[src/rtl/cfe_trigger_scheduler.sv]
// -----------------------------------------------------------------------------
// cfe_trigger_scheduler
//
// Turns the feedback wait value into carrier-frequency-estimator start
// requests. One request is issued, the estimate (or a timeout) is awaited,
// then i_wait cycles are counted down before the next request, so the
// estimate rate follows the feedback loop.
//
// Ports
//   clk          rising-edge clock
//   rst_async_n  asynchronous active-low reset
//   i_enable     scheduler enable
//   i_wait       inter-estimate wait in cycles (sampled once, in LOAD)
//   i_cfe_ready  CFE can accept a start (only looked at in REQ)
//   i_cfe_valid  CFE estimate valid (only looked at in RUN)
//   o_cfe_start  start request, held until accepted
//   o_busy       high in REQ or RUN
//   o_timeout    one-cycle pulse in the cycle after an estimate timed out
//   o_wait_cnt   remaining wait cycles, 0 outside WAIT
//   o_est_cnt    completed estimates, saturating
//   o_state      debug state: IDLE=0 REQ=1 RUN=2 LOAD=3 WAIT=4
// -----------------------------------------------------------------------------
module cfe_trigger_scheduler #(
    parameter int CFE_NBW_LAT = 32,
    parameter int CFE_NBW_TO  = 16,
    parameter int CFE_TIMEOUT = 16'h4000,
    parameter int CFE_NBW_CNT = 16
) (
    input  logic                   clk,
    input  logic                   rst_async_n,
    input  logic                   i_enable,
    input  logic [CFE_NBW_LAT-1:0] i_wait,
    input  logic                   i_cfe_ready,
    input  logic                   i_cfe_valid,
    output logic                   o_cfe_start,
    output logic                   o_busy,
    output logic                   o_timeout,
    output logic [CFE_NBW_LAT-1:0] o_wait_cnt,
    output logic [CFE_NBW_CNT-1:0] o_est_cnt,
    output logic [2:0]             o_state
);

    typedef enum logic [2:0] {
        ST_IDLE = 3'd0,
        ST_REQ  = 3'd1,
        ST_RUN  = 3'd2,
        ST_LOAD = 3'd3,
        ST_WAIT = 3'd4
    } state_t;

    // Timeout counter value seen in the last permitted RUN cycle.
    localparam logic [CFE_NBW_TO-1:0]  TO_LAST = CFE_NBW_TO'(CFE_TIMEOUT - 1);
    localparam logic [CFE_NBW_CNT-1:0] EST_MAX = '1;
    localparam logic [CFE_NBW_LAT-1:0] LAT_ONE = CFE_NBW_LAT'(1);

    state_t                 state_reg,    state_next;
    logic [CFE_NBW_TO-1:0]  to_cnt_reg,   to_cnt_next;
    logic [CFE_NBW_LAT-1:0] wait_cnt_reg, wait_cnt_next;
    logic [CFE_NBW_CNT-1:0] est_cnt_reg,  est_cnt_next;
    logic                   timeout_reg,  timeout_next;
    logic                   start_reg;
    logic                   busy_reg;
    logic                   run_done;

    always_comb begin
        state_next    = state_reg;
        to_cnt_next   = to_cnt_reg;
        wait_cnt_next = wait_cnt_reg;
        est_cnt_next  = est_cnt_reg;
        timeout_next  = 1'b0;
        run_done      = 1'b0;

        case (state_reg)
            ST_IDLE: begin
                if (i_enable) begin
                    state_next = ST_REQ;
                end
            end

            ST_REQ: begin
                // A completed handshake is honoured even if enable drops in
                // the same cycle: the CFE has already accepted the start.
                if (i_cfe_ready) begin
                    state_next  = ST_RUN;
                    to_cnt_next = '0;
                end else if (!i_enable) begin
                    state_next = ST_IDLE;
                end
            end

            ST_RUN: begin
                to_cnt_next = to_cnt_reg + 1'b1;
                // Valid takes priority over a coincident timeout.
                if (i_cfe_valid) begin
                    run_done = 1'b1;
                    if (est_cnt_reg != EST_MAX) begin
                        est_cnt_next = est_cnt_reg + 1'b1;
                    end
                end else if (to_cnt_reg == TO_LAST) begin
                    run_done     = 1'b1;
                    timeout_next = 1'b1;
                end
                // RUN is only left on valid or timeout, never on disable.
                if (run_done) begin
                    state_next = i_enable ? ST_LOAD : ST_IDLE;
                end
            end

            ST_LOAD: begin
                // The extra cycle lets the feedback stage settle its wait.
                if (i_enable) begin
                    state_next    = ST_WAIT;
                    wait_cnt_next = (i_wait == '0) ? LAT_ONE : i_wait;
                end else begin
                    state_next = ST_IDLE;
                end
            end

            ST_WAIT: begin
                if (!i_enable) begin
                    state_next    = ST_IDLE;
                    wait_cnt_next = '0;
                end else if (wait_cnt_reg <= LAT_ONE) begin
                    // The count shown as 1 is the last WAIT cycle.
                    state_next    = ST_REQ;
                    wait_cnt_next = '0;
                end else begin
                    wait_cnt_next = wait_cnt_reg - 1'b1;
                end
            end

            default: begin
                state_next    = ST_IDLE;
                wait_cnt_next = '0;
            end
        endcase
    end

    always_ff @(posedge clk or negedge rst_async_n) begin
        if (!rst_async_n) begin
            state_reg    <= ST_IDLE;
            to_cnt_reg   <= '0;
            wait_cnt_reg <= '0;
            est_cnt_reg  <= '0;
            timeout_reg  <= 1'b0;
            start_reg    <= 1'b0;
            busy_reg     <= 1'b0;
        end else begin
            state_reg    <= state_next;
            to_cnt_reg   <= to_cnt_next;
            wait_cnt_reg <= wait_cnt_next;
            est_cnt_reg  <= est_cnt_next;
            timeout_reg  <= timeout_next;
            // Decodes are registered from the next state so the outputs come
            // straight off flops and cannot glitch on state bit changes.
            start_reg    <= (state_next == ST_REQ);
            busy_reg     <= (state_next == ST_REQ) || (state_next == ST_RUN);
        end
    end

    assign o_cfe_start = start_reg;
    assign o_busy      = busy_reg;
    assign o_timeout   = timeout_reg;
    assign o_wait_cnt  = wait_cnt_reg;
    assign o_est_cnt   = est_cnt_reg;
    assign o_state     = state_reg;

endmodule

[config.mk]
export PLATFORM = sky130hd
export DESIGN_NAME = cfe_trigger_scheduler
export DESIGN_NICKNAME = d
export VERILOG_FILES = /design/src/rtl/cfe_trigger_scheduler.sv
export SDC_FILE = /design/constraint.sdc
export NUM_CORES = 1
export LEC_CHECK = 0
export BUFFER_PORTS_ARGS = -buffer_cell sky130_fd_sc_hd__buf_4
export CORE_AREA = 5 5 103 85
export DETAILED_ROUTE_END_ITERATION = 16
export DIE_AREA = 0 0 108 90
export PLACE_DENSITY_LB_ADDON = 0.1
export SLEW_MARGIN = 20
export SYNTH_ARGS = -nofsm -noshare
export SYNTH_HDL_FRONTEND = slang
export SYNTH_SLANG_ARGS = --single-unit
[constraint.sdc]
create_clock -name clk -period 3.05 [get_ports clk]
set_input_delay 0.305 -clock clk [delete_from_list [all_inputs] [get_ports clk]]
set_output_delay 0.305 -clock clk [all_outputs]
set_load 0.02 [all_outputs]
==> flow_summary.toml <==
[layout]
num-nets-final = 566
final_layout_size_suffix_gt1_share_pct = 25.28
final_design_area_no_fill_sq_mm = 0.004952
antenna_fix_cells = 0
most-common-layout-cells = "buf_4, dfrtp_1, nand2_1, o21ai_0, nor2_1"
area_delta_synth_final_pct = 24.35
max_reg_flops = 32
n_fill_cell = 704
mostFrequentLayoutCell = "buf_4"

[critical_path]
timing.critical_path.buf_inv = 1
critPathTopFamily = "simple AND/OR/NAND/NOR gates"
start_kind = "flip-flop"
critical_path_arrival_ns = 2.91
critPathCaptureType = "flip-flop"
slowest_stage = "or4_1"
crit_type = "flip-flop to flip-flop"
path_cells = "or4_1 > nor4_4 > a31oi_2 > buf_4 > a21o_1 > a221o_1"
timing.critical_path.required_ns = 3.31
critPathMaxFanout = 17
slowest_delay_ns = 0.65

[clock_network]
clock_tree.htree_level_count = 3
cts_hold_buf = 0
ctsLongestPathBuffers = 2
clock_tree.root_cell = "clkbuf_8"
worstSkewPairLatency_ns = 0.37
post_cts_buffers = 0
post_cts_resize_count = 0
number_of_buffers_created_by_cts = 9
cts_tree = "done"
number_of_clock_sinks_seen_by_cts = 70
clk_transition_reported_paths_ns = 0.09

[power]
power_density_mw_per_mm2 = 870.4
worst_ir_drop_vdd_mv = 0.4358
total_leakage_power_nw = 2.119

[sta]
max-slew-margin-rel_pct = 25.79
timing.final.crit_share_pct = 87.03
setup_viol = 0
worst-slew-pin-transition_ns = 1.113
hold_violations = 0
finalMaxSlewViolations = 0
highest_attainable_clock_frequency_mhz = 376.7
rsz0062_at_grt = "no"
final_period_minus_worst_setup_slack_ns = 2.654
fin_setup_tns_ns = 0
fin_worst_skew_ns = 0.01135

[global_routing]
grt_use_total_pct = 24.55
grt_pass1_wl_microns = 19110
grt_pass1_vias = 3630
globalRouteOverflowTotal = 0
antenna_found_initial = 0
grt_max_degree = 71

[place]
numPortBuffers = 90
place.detailed.hpwl_microns = 8478
finalWeightedCongestion = 0.8634
detailed_place.area_sq_mm = 0.004771

[yosys]
synth_cell_types = 61
synthCells = 433
synth.cell_area_sq_mm = 0.003983
synth_top_cell_area_share_pct = 43.98
synthArstFlopShare_pct = 100.0
synth_fp_nets = 474
number_of_warnings_issued_by_yosys = 0
synth_top_flop_cell = "dfrtp_1"
sequential_fraction_of_the_synthesis_area_pct = 43.98
synth_edf_count = 0
yosys_top_cell_by_area = "dfrtp_1"
synth.avg_cell_area_sq_um = 9.198
synth_top_cells_by_area = "dfrtp_1, o21ai_0, nand2_1"
number_of_synthesized_register_bits = 70

[drt]
first_iter_violations = 357
drt-total-wl_microns = 11750
post-route-drc-count = 0
vias_per_cell = 6.246
drt_pre_antenna_iters = 5
routed_antenna_nets = 0
routed_length_per_instance_microns = 18.41
route.vias.total = 3985

[min_path]
holdCritPathClass = "input pin to asynchronous set/reset pin"

[run_status]
outcome = "completed"

[floorplan]
design.core.area_sq_mm = 0.007692
pin_count = 91
fp-row-count = 29
die_height_microns = 90
initial_core_util_pct = 51.77
floorplan.die_area_sq_mm = 0.009720
chipWidth_microns = 108

[flow_run]
drv.max_cap_violation_count = 0
[final timing paths]
check / start / end / slack, ns / cells past startpoint
worst max-delay path: o_wait_cnt[28] / o_wait_cnt[23] / 0.40 / 6
worst min register to register: to_cnt_reg[15] / to_cnt_reg[15] / 0.48 / 1
worst min-delay path: rst_async_n / to_cnt_reg[6] / 0.06 / 1
worst max register to register: o_wait_cnt[28] / o_wait_cnt[23] / 0.40 / 6
min in group clk: i_cfe_valid / o_timeout / 0.11 / 2
max in group asynchronous: rst_async_n / o_wait_cnt[11] / 2.42 / 1
[power breakdown]
group / switching [W] / total, W / internal [W]
sequential: 0.000464 / 0.00166 / 0.00120
combinational: 0.00112 / 0.00193 / 0.000818
clock: 0.000395 / 0.000717 / 0.000322
total: 0.00198 / 0.00431 / 0.00234
[synth_stat cells, types with 4 or more instances]
library cell	number
o41ai_1	5
or3_1	8
nand2_1	40
nor4_1	13
nand4_1	14
xnor2_1	11
clkbuf_1	10
xor2_1	8
dfrtp_1	70
or4_1	6
nor2_1	28
ha_1	4
o21ai_1	8
a21o_1	4
inv_1	8
and4_1	4
o21ai_0	35
o31ai_1	4
nand3_1	20
a32oi_1	4
or2_2	5
a221o_1	5
a21oi_1	20
a22oi_1	14
o211ai_1	5
nor3_1	25
[final cells by class]
type	instances	area, sq um	share of cell area [%]
multi-input combinational	337	2111	42.62
clock inverter	6	43.79	0.8843
sequential	70	1752	35.37
clock buffer	10	137.6	2.779
timing repair buffer	99	743.2	15.01
tap	108	135.1	2.729
inverter	8	30.03	0.6064
[through the flow]
step           util, %  std cells  total power [W]  hold slack, ns  worst slack [ns]
2_1_floorplan        -        433         0.002764        0.009409            0.7727
5_1_grt          64.38        638         0.004577          0.1227            0.2924
3_5_place_dp     62.02        622         0.003581          0.4722            0.4542
4_1_cts          64.38        638         0.004297         0.09759            0.4397
6_report         64.38        638         0.004310         0.05505            0.3957
3_3_place_gp     62.02        622         0.003543          0.4672            0.5751
[cells by family after synthesis]
logic type	count (synthesis)	synth area share [%]
flops	70	43.98
compound gates	125	20.86
fa+ha+maj	4	1.257
buf+inv	26	3.173
mux	3	0.7854
xor+xnor	19	4.178
simple gates	186	25.76
[per-layer routing]
metal	global-route usage (%)	routed length (microns)	part of all wire, %	vias up
met5	0	0	0	-
met4	5.783	114	0.97	0
met3	5.802	1120	9.5	12
met2	35.46	5284	45	208
met1	37.14	5227	44	1919
li1	-	-	-	1846
(Power assumes the default switching activity.)
